--- src/rtl/mux_tree_take_blk_pipe_pkg.sv ---
// Shared types and constants for the pipelined sub-block select tree.
// The take-mode enum records whether a take fires outside or inside the range.
package mux_tree_take_blk_pipe_pkg;

    localparam int DEFAULT_NUM_IN = 16;
    localparam int DEFAULT_DATA_W = 32;

    typedef enum logic {
        TAKE_MODE_INSIDE  = 1'b0,
        TAKE_MODE_OUTSIDE = 1'b1
    } takeMode_t;

    // Ceiling log2. Used at elaboration time to size the select path.
    function automatic int clog2(input int value);
        int result;
        int remaining;
        result    = 0;
        remaining = value - 1;
        while (remaining > 0) begin
            result    = result + 1;
            remaining = remaining >> 1;
        end
        return result;
    endfunction

endpackage

--- src/rtl/mux2_reg_en.sv ---
// Registered 2:1 mux with synchronous active-high reset and stall enable.
// s=0 forwards a, s=1 forwards b.
module mux2_reg_en
    import mux_tree_take_blk_pipe_pkg::*;
#(
    parameter int DATA_W = DEFAULT_DATA_W
) (
    input  logic              clk,
    input  logic              reset,
    input  logic              en,
    input  logic              s,
    input  logic [DATA_W-1:0] a,
    input  logic [DATA_W-1:0] b,
    output logic [DATA_W-1:0] q
);

    always_ff @(posedge clk) begin
        if (reset) begin
            q <= '0;
        end else if (en) begin
            q <= s ? b : a;
        end
    end

endmodule

--- src/rtl/mux_tree_take_blk_pipe.sv ---
// Pipelined NUM_IN:1 select tree with aligned valid/take tags for the ping-pong merge.
// One 2:1 mux level per select bit, LSB first; latency equals SEL_W cycles.
module mux_tree_take_blk_pipe
    import mux_tree_take_blk_pipe_pkg::*;
#(
    parameter int NUM_IN       = DEFAULT_NUM_IN,
    parameter int DATA_W       = DEFAULT_DATA_W,
    parameter int SEL_W        = clog2(NUM_IN),
    parameter bit TAKE_OUTSIDE = 1'b1
) (
    input  logic                     clk,
    input  logic                     reset,
    input  logic                     en,
    input  logic                     flush,
    input  logic                     in_valid,
    input  logic [SEL_W-1:0]         sel,
    input  logic [NUM_IN*DATA_W-1:0] data_in,
    input  logic                     need_pang,
    input  logic                     my_turn,
    input  logic [SEL_W-1:0]         rng_start,
    input  logic [SEL_W-1:0]         rng_end,
    output logic [DATA_W-1:0]        data_out,
    output logic                     out_valid,
    output logic                     take_out
);

    localparam int        NODES     = 2 * NUM_IN - 1;
    localparam takeMode_t TAKE_MODE = TAKE_OUTSIDE ? TAKE_MODE_OUTSIDE : TAKE_MODE_INSIDE;

    // Heap-style node store: leaves first, then each level's outputs, root last.
    logic [DATA_W-1:0] node [NODES];

    // Bit k of sel, delayed k cycles so it meets its data at level k.
    logic [SEL_W-1:0] selAtLvl;

    logic inRange;
    logic hit;
    logic takeIn;

    logic [SEL_W-1:0] vldPipe;
    logic [SEL_W-1:0] takePipe;

    assign selAtLvl[0] = sel[0];

    for (genvar k = 1; k < SEL_W; k++) begin : gSelDly
        logic [k-1:0] dly;

        always_ff @(posedge clk) begin
            if (reset) begin
                dly <= '0;
            end else if (en) begin
                dly <= k'({dly, sel[k]});
            end
        end

        assign selAtLvl[k] = dly[k-1];
    end

    for (genvar i = 0; i < NUM_IN; i++) begin : gLeaf
        assign node[i] = data_in[i*DATA_W +: DATA_W];
    end

    for (genvar lvl = 0; lvl < SEL_W; lvl++) begin : gLevel
        localparam int IN_BASE  = 2 * NUM_IN - 2 * (NUM_IN >> lvl);
        localparam int OUT_BASE = 2 * NUM_IN - (NUM_IN >> lvl);

        for (genvar j = 0; j < (NUM_IN >> (lvl + 1)); j++) begin : gNode
            mux2_reg_en #(
                .DATA_W (DATA_W)
            ) uMux (
                .clk   (clk),
                .reset (reset),
                .en    (en),
                .s     (selAtLvl[lvl]),
                .a     (node[IN_BASE + 2*j]),
                .b     (node[IN_BASE + 2*j + 1]),
                .q     (node[OUT_BASE + j])
            );
        end
    end

    // An inverted range (start > end) never matches, so it reads as empty.
    always_comb begin
        inRange = (rng_start <= sel) && (sel <= rng_end);
        hit     = (TAKE_MODE == TAKE_MODE_OUTSIDE) ? !inRange : inRange;
        takeIn  = in_valid && my_turn && (hit || need_pang);
    end

    // Flush also clears the entry stage, so an item arriving with flush is dropped.
    always_ff @(posedge clk) begin
        if (reset || flush) begin
            vldPipe  <= '0;
            takePipe <= '0;
        end else if (en) begin
            vldPipe  <= SEL_W'({vldPipe, in_valid});
            takePipe <= SEL_W'({takePipe, takeIn});
        end
    end

    assign data_out  = node[NODES-1];
    assign out_valid = vldPipe[SEL_W-1];
    assign take_out  = takePipe[SEL_W-1];

endmodule

--- config.mk ---
export PLATFORM = sky130hd
export DESIGN_NAME = mux_tree_take_blk_pipe
export DESIGN_NICKNAME = d
export VERILOG_FILES = /design/src/rtl/mux_tree_take_blk_pipe_pkg.sv /design/src/rtl/mux2_reg_en.sv /design/src/rtl/mux_tree_take_blk_pipe.sv
export SDC_FILE = /design/constraint.sdc
export NUM_CORES = 1
export LEC_CHECK = 0
export CAP_MARGIN = 20
export CORE_UTILIZATION = 45
export CTS_CLUSTER_DIAMETER = 200
export DETAILED_ROUTE_END_ITERATION = 10
export PLACE_DENSITY = 0.78
export RECOVER_POWER = 50
export SYNTH_ARGS = -nofsm -noshare
export SYNTH_HDL_FRONTEND = slang
export SYNTH_SLANG_ARGS = --single-unit
--- constraint.sdc ---
create_clock -name clk -period 1.55 [get_ports clk]
set_input_delay 0.31 -clock clk [delete_from_list [all_inputs] [get_ports clk]]
set_output_delay 0.31 -clock clk [all_outputs]
set_load 0.01 [all_outputs]
==> metrics, run 1 <==
largest net degree at the start of global routing between 100 and 150; Layout area overhead 37.7%; layout cells sized above 1 8.67%; max incr delay on CP between 0.3 and 0.4 ns; FF-to-FF End gLevel[2].gNode[0].uMux.q[1]; Cell Pwr Density about 1000 mW/mm^2; crit-path max FO 2; Leakage between 10 and 15 nW; via count between 15000 and 20000; gr ovfl total 0; Register-to-Register Path Depth 3; Finished Core Util 62.9%; Synth Cell Area 0.0218 sq mm; Post-DRT Antenna Nets 0; Mean Syn Cell Area just under 10 sq um; area of placed instances between 0.02 and 0.03 sq mm; ant diodes 0; initial antenna violation count 0; HPWL after DPL 48000 um; setup TNS 0 ns; outcome finished, final reports clean; TritonCTS Sinks slightly below 500; first-pass GRT wire length 96700 um; CTS Buf Count 51; TritonCTS clock tree done; end of the critical path data_out[15]; RSZ-0062 raised after global routing false; final non-filler cell total about 3400; worst hold slack roughly 0.095 ns; Hold/Removal Path Class in2reg; nets@finish 3282; drt pass-1 iters 5; yosys warns 0; Fillers 3918; final non-filler cell area 0.0300 sq mm; FF-to-FF setup slack 0.04 ns; Finish-stage setup viols 0; H-tree depth 2; Root Buffer clkbuf_16; crit path buf inv count 1; Inst Count DP between 3000 and 4000; DRT iter0 DRCs approximately 1000; Seq/Total Area, Yosys 45.3%; CP startpoint gLevel[3].gNode[0].uMux.q[15]; fin. max-slew vios 0; worst path cell trace clkdlybuf4s15_1; clk slew on worst S/H paths about 0.060 ns; Syn Inst Count 2212; Tmin final ~1.5 ns; maximum vdd ir drop between 0.0007 and 0.0008 V; # port buffers roughly 560; worst reg2reg path startpoint gSelDly[2].dly[1]; CP Launch Type flip-flop; maxcap violations 0; Post-CTS Setup Inserts 0; relative max-transition margin approximately half; WP data required ~1.2 ns; ys async rst share 0%; Core Region 0.0477 sq mm; # DRC 0; Fin. Hold Viols 0; vias per cell around 5.3; Max clock buf depth 3; Worst setup EP type primary output; Clock Skew 0.0117 ns; num rows 80; EDFF count, synth 0; later-pin clock latency in the skew report 0.59 ns; synth unique cells 26; Final GP Congestion between 0.8 and 0.9; vias in the first global route between 15000 and 20000; largest delay contributor family on the critical path flip-flops; number of stages on the worst setup path 1; all-layer global routing usage between 20% and 30%; die width around 220 um; Crit path arrival time ~1.2 ns; Die H 222 um; # IOs 565; Main synth FF type dfxtp_1; die area about 0.05 sq mm; detailed-route wire length 62900 um; CP max-delay cell dfxtp_1; initial core utilization between 40% and 50%; Avg WL per Cell ~19 um; ratio of final minimum period to clock period between 90% and 100%; net count after synthesis ~2800; max frequency 657 MHz; #FFs+latches synth roughly 490; Setup Crit Path Kind reg2out; slew of the pin with the lowest slew margin between 0.7 and 0.8 ns
synthesized netlist by cell type, types with 8 or more instances:
cell type | n | share of area (%)
a211oi_1 | 481 | 17
mux2i_1 | 492 | 23
inv_1 | 9 | 0.15
buf_8 | 15 | 1.0
clkbuf_1 | 91 | 1.6
dfxtp_1 | 494 | 45
buf_1 | 12 | 0.21
nor2_1 | 494 | 8.5
ha_1 | 8 | 0.46
buf_6 | 26 | 1.3
buf_2 | 62 | 1.4
buf_4 | 10 | 0.34
sequential cells by signal (all words and copies together), names as in the netlist:
register             count
gLevel.gNode.uMux.q    480
gSelDly.dly              6
takePipe                 4
vldPipe                  4
layout by cell type (no fill, tap or decap), types with 2 or more instances in the layout:
| master | count |
|---|---|
| clkdlybuf4s50_1 | 527 |
| buf_8 | 3 |
| buf_4 | 84 |
| clkdlybuf4s15_2 | 17 |
| clkinv_2 | 9 |
| dfxtp_1 | 493 |
| o21ai_0 | 2 |
| clkbuf_4 | 2 |
| clkdlybuf4s15_1 | 8 |
| nand2_1 | 2 |
| clkbuf_2 | 7 |
| clkbuf_16 | 52 |
| mux2i_1 | 492 |
| buf_6 | 3 |
| clkinvlp_4 | 4 |
| bufinv_16 | 4 |
| ha_1 | 7 |
| nor2_1 | 494 |
| buf_12 | 35 |
| buf_2 | 6 |
| clkbuf_8 | 8 |
| inv_1 | 8 |
| clkbuf_1 | 14 |
| a211oi_1 | 481 |
worst min path at each step:
stage | from | to | slack, ns | cells after the start
2_1_floorplan | vldPipe[0] | vldPipe[0] | 0.45 | 2
3_3_place_gp | vldPipe[0] | vldPipe[0] | 0.46 | 2
3_5_place_dp | vldPipe[0] | vldPipe[0] | 0.47 | 2
4_1_cts | en | gLevel[2].gNode[0].uMux.q[1] | 0.06 | 2
5_1_grt | en | gLevel[2].gNode[0].uMux.q[1] | 0.08 | 2
6_report | en | gLevel[2].gNode[0].uMux.q[1] | 0.1 | 2
cells by family (layout without fill, tap and decap cells):
family / count (synthesis) / after routing / share of synthesized area [%]
AOI/OAI and AO/OA: 488 / 488 / 16.8
buffers and inverters: 227 / 795 / 6.13
DFF: 494 / 494 / 45.3
adders and majority gates: 8 / 8 / 0.459
and+or+nand+nor: 503 / 503 / 8.75
muxes: 492 / 492 / 22.6
metrics by stage:
| stage | setup slack, ns | total power [mW] |
|---|---|---|
| 2_1_floorplan | 0.00152 | 16.8 |
| 3_3_place_gp | -0.481 | 19.2 |
| 3_5_place_dp | -0.452 | 19.4 |
| 4_1_cts | 0.000497 | 31.6 |
| 5_1_grt | 0.000187 | 32.6 |
| 6_report | 0.0286 | 31.3 |
layout make-up:
type / instances / area (sq um) / share of cell area (%)
clock buffers: 71 / 1450 / 4.84
multi-input cells: 1491 / 10600 / 35.3
clock inverters: 19 / 220 / 0.733
inverters: 9 / 36.3 / 0.121
well taps: 615 / 769 / 2.56
repair buffers: 696 / 7060 / 23.5
flip-flops and latches: 494 / 9890 / 32.9
per-layer routing:
layer / global-route usage [%] / wire length, um
met1: 29.6 / 26100
met2: 44.7 / 32100
met3: 4.48 / 2990
met4: 8.09 / 1710
met5: 0 / 0
report_power, final:
part	internal, mW	switching [mW]	total (mW)
Sequential	13.6	0.597	14.2
Combinational	2.71	2.15	4.86
Clock	7.20	5.01	12.2
Total	23.5	7.75	31.3
timing repair:
action                     in CTS  in global routing
resized for setup              92                  8
gates cloned                    0                  0
setup endpoints to repair      34                  8
hold endpoints to repair        1                  0
hold buffers                    1                  0
(Power assumes the default switching activity.)
==> run 2, diff against run 1 <==
--- a/config.mk
+++ b/config.mk
@@ -10,7 +10,7 @@
 export CTS_CLUSTER_DIAMETER = 200
 export DETAILED_ROUTE_END_ITERATION = 10
 export PLACE_DENSITY = 0.78
-export RECOVER_POWER = 50
+export RECOVER_POWER = 100
 export SYNTH_ARGS = -nofsm -noshare
 export SYNTH_HDL_FRONTEND = slang
 export SYNTH_SLANG_ARGS = --single-unit
==> metrics, run 2 (same netlist as run 1, synthesis figures left out) <==
die area 0.0494 sq mm (unchanged); CP Launch Type flip-flop; Leakage 11.5 nW (-0.25%); relative max-transition margin 51.5% (+0.074 points); commonest non-fill, non-tap cell in the layout clkdlybuf4s50_1; RSZ-0062 raised after global routing false; Regs by FF count gLevel.gNode.uMux.q x480, gSelDly.dly x6; clk slew on worst S/H paths 0.06 ns (about the same); detailed-route wire length 62900 um (about the same); layout cells sized above 1 8.42% (-0.25 points); final non-filler cell area 0.0300 sq mm (about the same); Avg WL per Cell 18.5 um (about the same); Sw Share 24.8% (about the same); Root Buffer clkbuf_16; Post-CTS Setup Inserts 0 (unchanged); CP max-delay cell dfxtp_1; CTS Buf Count 51 (unchanged); num rows 80 (unchanged); Post-DRT Antenna Nets 0 (unchanged); crit path buf inv count 1 (unchanged); TritonCTS clock tree done; Tmin final 1.52 ns (-0.00385 ns); TritonCTS Sinks 494 (unchanged); largest delay contributor family on the critical path flip-flops; Combinational Power Share 15.5% (about the same); Internal Power 23.5 mW (about the same); initial antenna violation count 0 (unchanged); # port buffers 564 (unchanged); gr ovfl total 0 (unchanged); sw power 7.76 mW (+0.10%); max FFs per register 480 (unchanged); DRT iter0 DRCs 1037 (+1.3%); area of placed instances 0.0285 sq mm (unchanged); Largest Register gLevel.gNode.uMux.q; Finish-stage setup viols 0 (unchanged); Layout area overhead 37.6% (about the same); most frequent cells in the layout clkdlybuf4s50_1, nor2_1, dfxtp_1; nets@finish 3282 (unchanged); maxcap violations 0 (unchanged); slew of the pin with the lowest slew margin 0.727 ns (-0.00112 ns); ant diodes 0 (unchanged); HPWL after DPL 48000 um (unchanged); # IOs 565 (unchanged); maximum vdd ir drop 0.000750 V (+0.29%); via count 18000 (-0.056%); Clock Skew 0.0121 ns (+0.000368 ns); Fillers 3924 (+0.15%); Crit path arrival time 1.21 ns (about the same); worst hold slack 0.0948 ns (-0.000380 ns); ratio of final minimum period to clock period 97.9% (-0.25 points); H-tree depth 2 (unchanged); Die H 222 um (unchanged); Final GP Congestion 0.832 (unchanged); Cell Pwr Density 1040 mW/mm^2 (about the same); WP data required 1.24 ns (about the same); Setup Crit Path Kind reg2out; clock group share of total power 39.1% (about the same); drt pass-1 iters 6 (+1); max incr delay on CP 0.33 ns (about the same); vias in the first global route 18000 (unchanged); later-pin clock latency in the skew report 0.59 ns (about the same); vias per cell 5.30 (about the same); first-pass GRT wire length 96700 um (unchanged); initial core utilization 45.7% (unchanged); worst path cell trace clkdlybuf4s15_1; Fin. Hold Viols 0 (unchanged); # DRC 0 (unchanged); all-layer global routing usage 24.8% (unchanged); outcome finished, final reports clean; Max clock buf depth 3 (unchanged); Hold/Removal Path Class in2reg; max frequency 659 MHz (+0.25%); die width 222 um (unchanged); Core Region 0.0477 sq mm (unchanged); crit-path max FO 2 (unchanged); largest net degree at the start of global routing 101 (unchanged); fin. max-slew vios 0 (unchanged); share of power burned in registers 45.4% (about the same); Worst setup EP type primary output
[run 2: cell type report]
| cell class | count | area, sq um | area share, % |
|---|---|---|---|
| Clock buffer | 71 | 1450 | 4.84 |
| Clock inverter | 19 | 220 | 0.733 |
| Inverter | 9 | 36.3 | 0.121 |
| Multi-Input combinational cell | 1491 | 10600 | 35.4 |
| Sequential cell | 494 | 9890 | 32.9 |
| Tap cell | 615 | 769 | 2.56 |
| Timing Repair Buffer | 696 | 7040 | 23.4 |
[run 2: power by group through the flow]
| stage | registers [mW] | clock network, mW | logic (mW) |
|---|---|---|---|
| CTS | 14.2 | 12.5 | 4.93 |
| detailed placement | 14.5 | 0 | 4.92 |
| global placement | 14.4 | 0 | 4.80 |
| finish | 14.2 | 12.2 | 4.85 |
| floorplan | 14.2 | 0 | 2.61 |
| global route | 14.3 | 13.0 | 5.26 |
[run 2: final timing paths]
check | from | cells after the start | endpoint | slack, ns
setup / recovery | gLevel[3].gNode[0].uMux.q[15] | 1 | data_out[15] | 0.03
hold / removal | en | 2 | gLevel[2].gNode[0].uMux.q[1] | 0.09
hold reg to reg | vldPipe[0] | 2 | vldPipe[0] | 0.48
setup reg to reg | gSelDly[2].dly[1] | 3 | gLevel[2].gNode[0].uMux.q[1] | 0.04
[run 2: layer usage]
layer  routed length (um)  up-vias  GRT usage [%]
met4                 1770        0           8.09
met5                    0        -              0
met2                32000      497           44.7
met1                26200     8286           29.6
met3                 2940       93           4.48
li1                     -     9107              -
[run 2: timing repair]
action                     in CTS  in global routing
gates resized for setup        92                  8
hold buffers                    1                  0
setup endpoints to repair      34                  8
hold endpoints to repair        1                  0
[run 2: per-stage QoR]
| step | power (mW) | instances | setup WS, ns | setup TNS [ns] | utilization, % |
|---|---|---|---|---|---|
| 2_1_floorplan | 16.8 | 2212 | 0.00152 | 0 | - |
| 3_3_place_gp | 19.2 | 3304 | -0.481 | -0.481 | 59.6 |
| 3_5_place_dp | 19.4 | 3304 | -0.452 | -0.452 | 59.6 |
| 4_1_cts | 31.6 | 3395 | 0.000497 | 0 | 63.2 |
| 5_1_grt | 32.6 | 3395 | 0.000187 | 0 | 62.9 |
| 6_report | 31.3 | 3395 | 0.0324 | 0 | 62.9 |
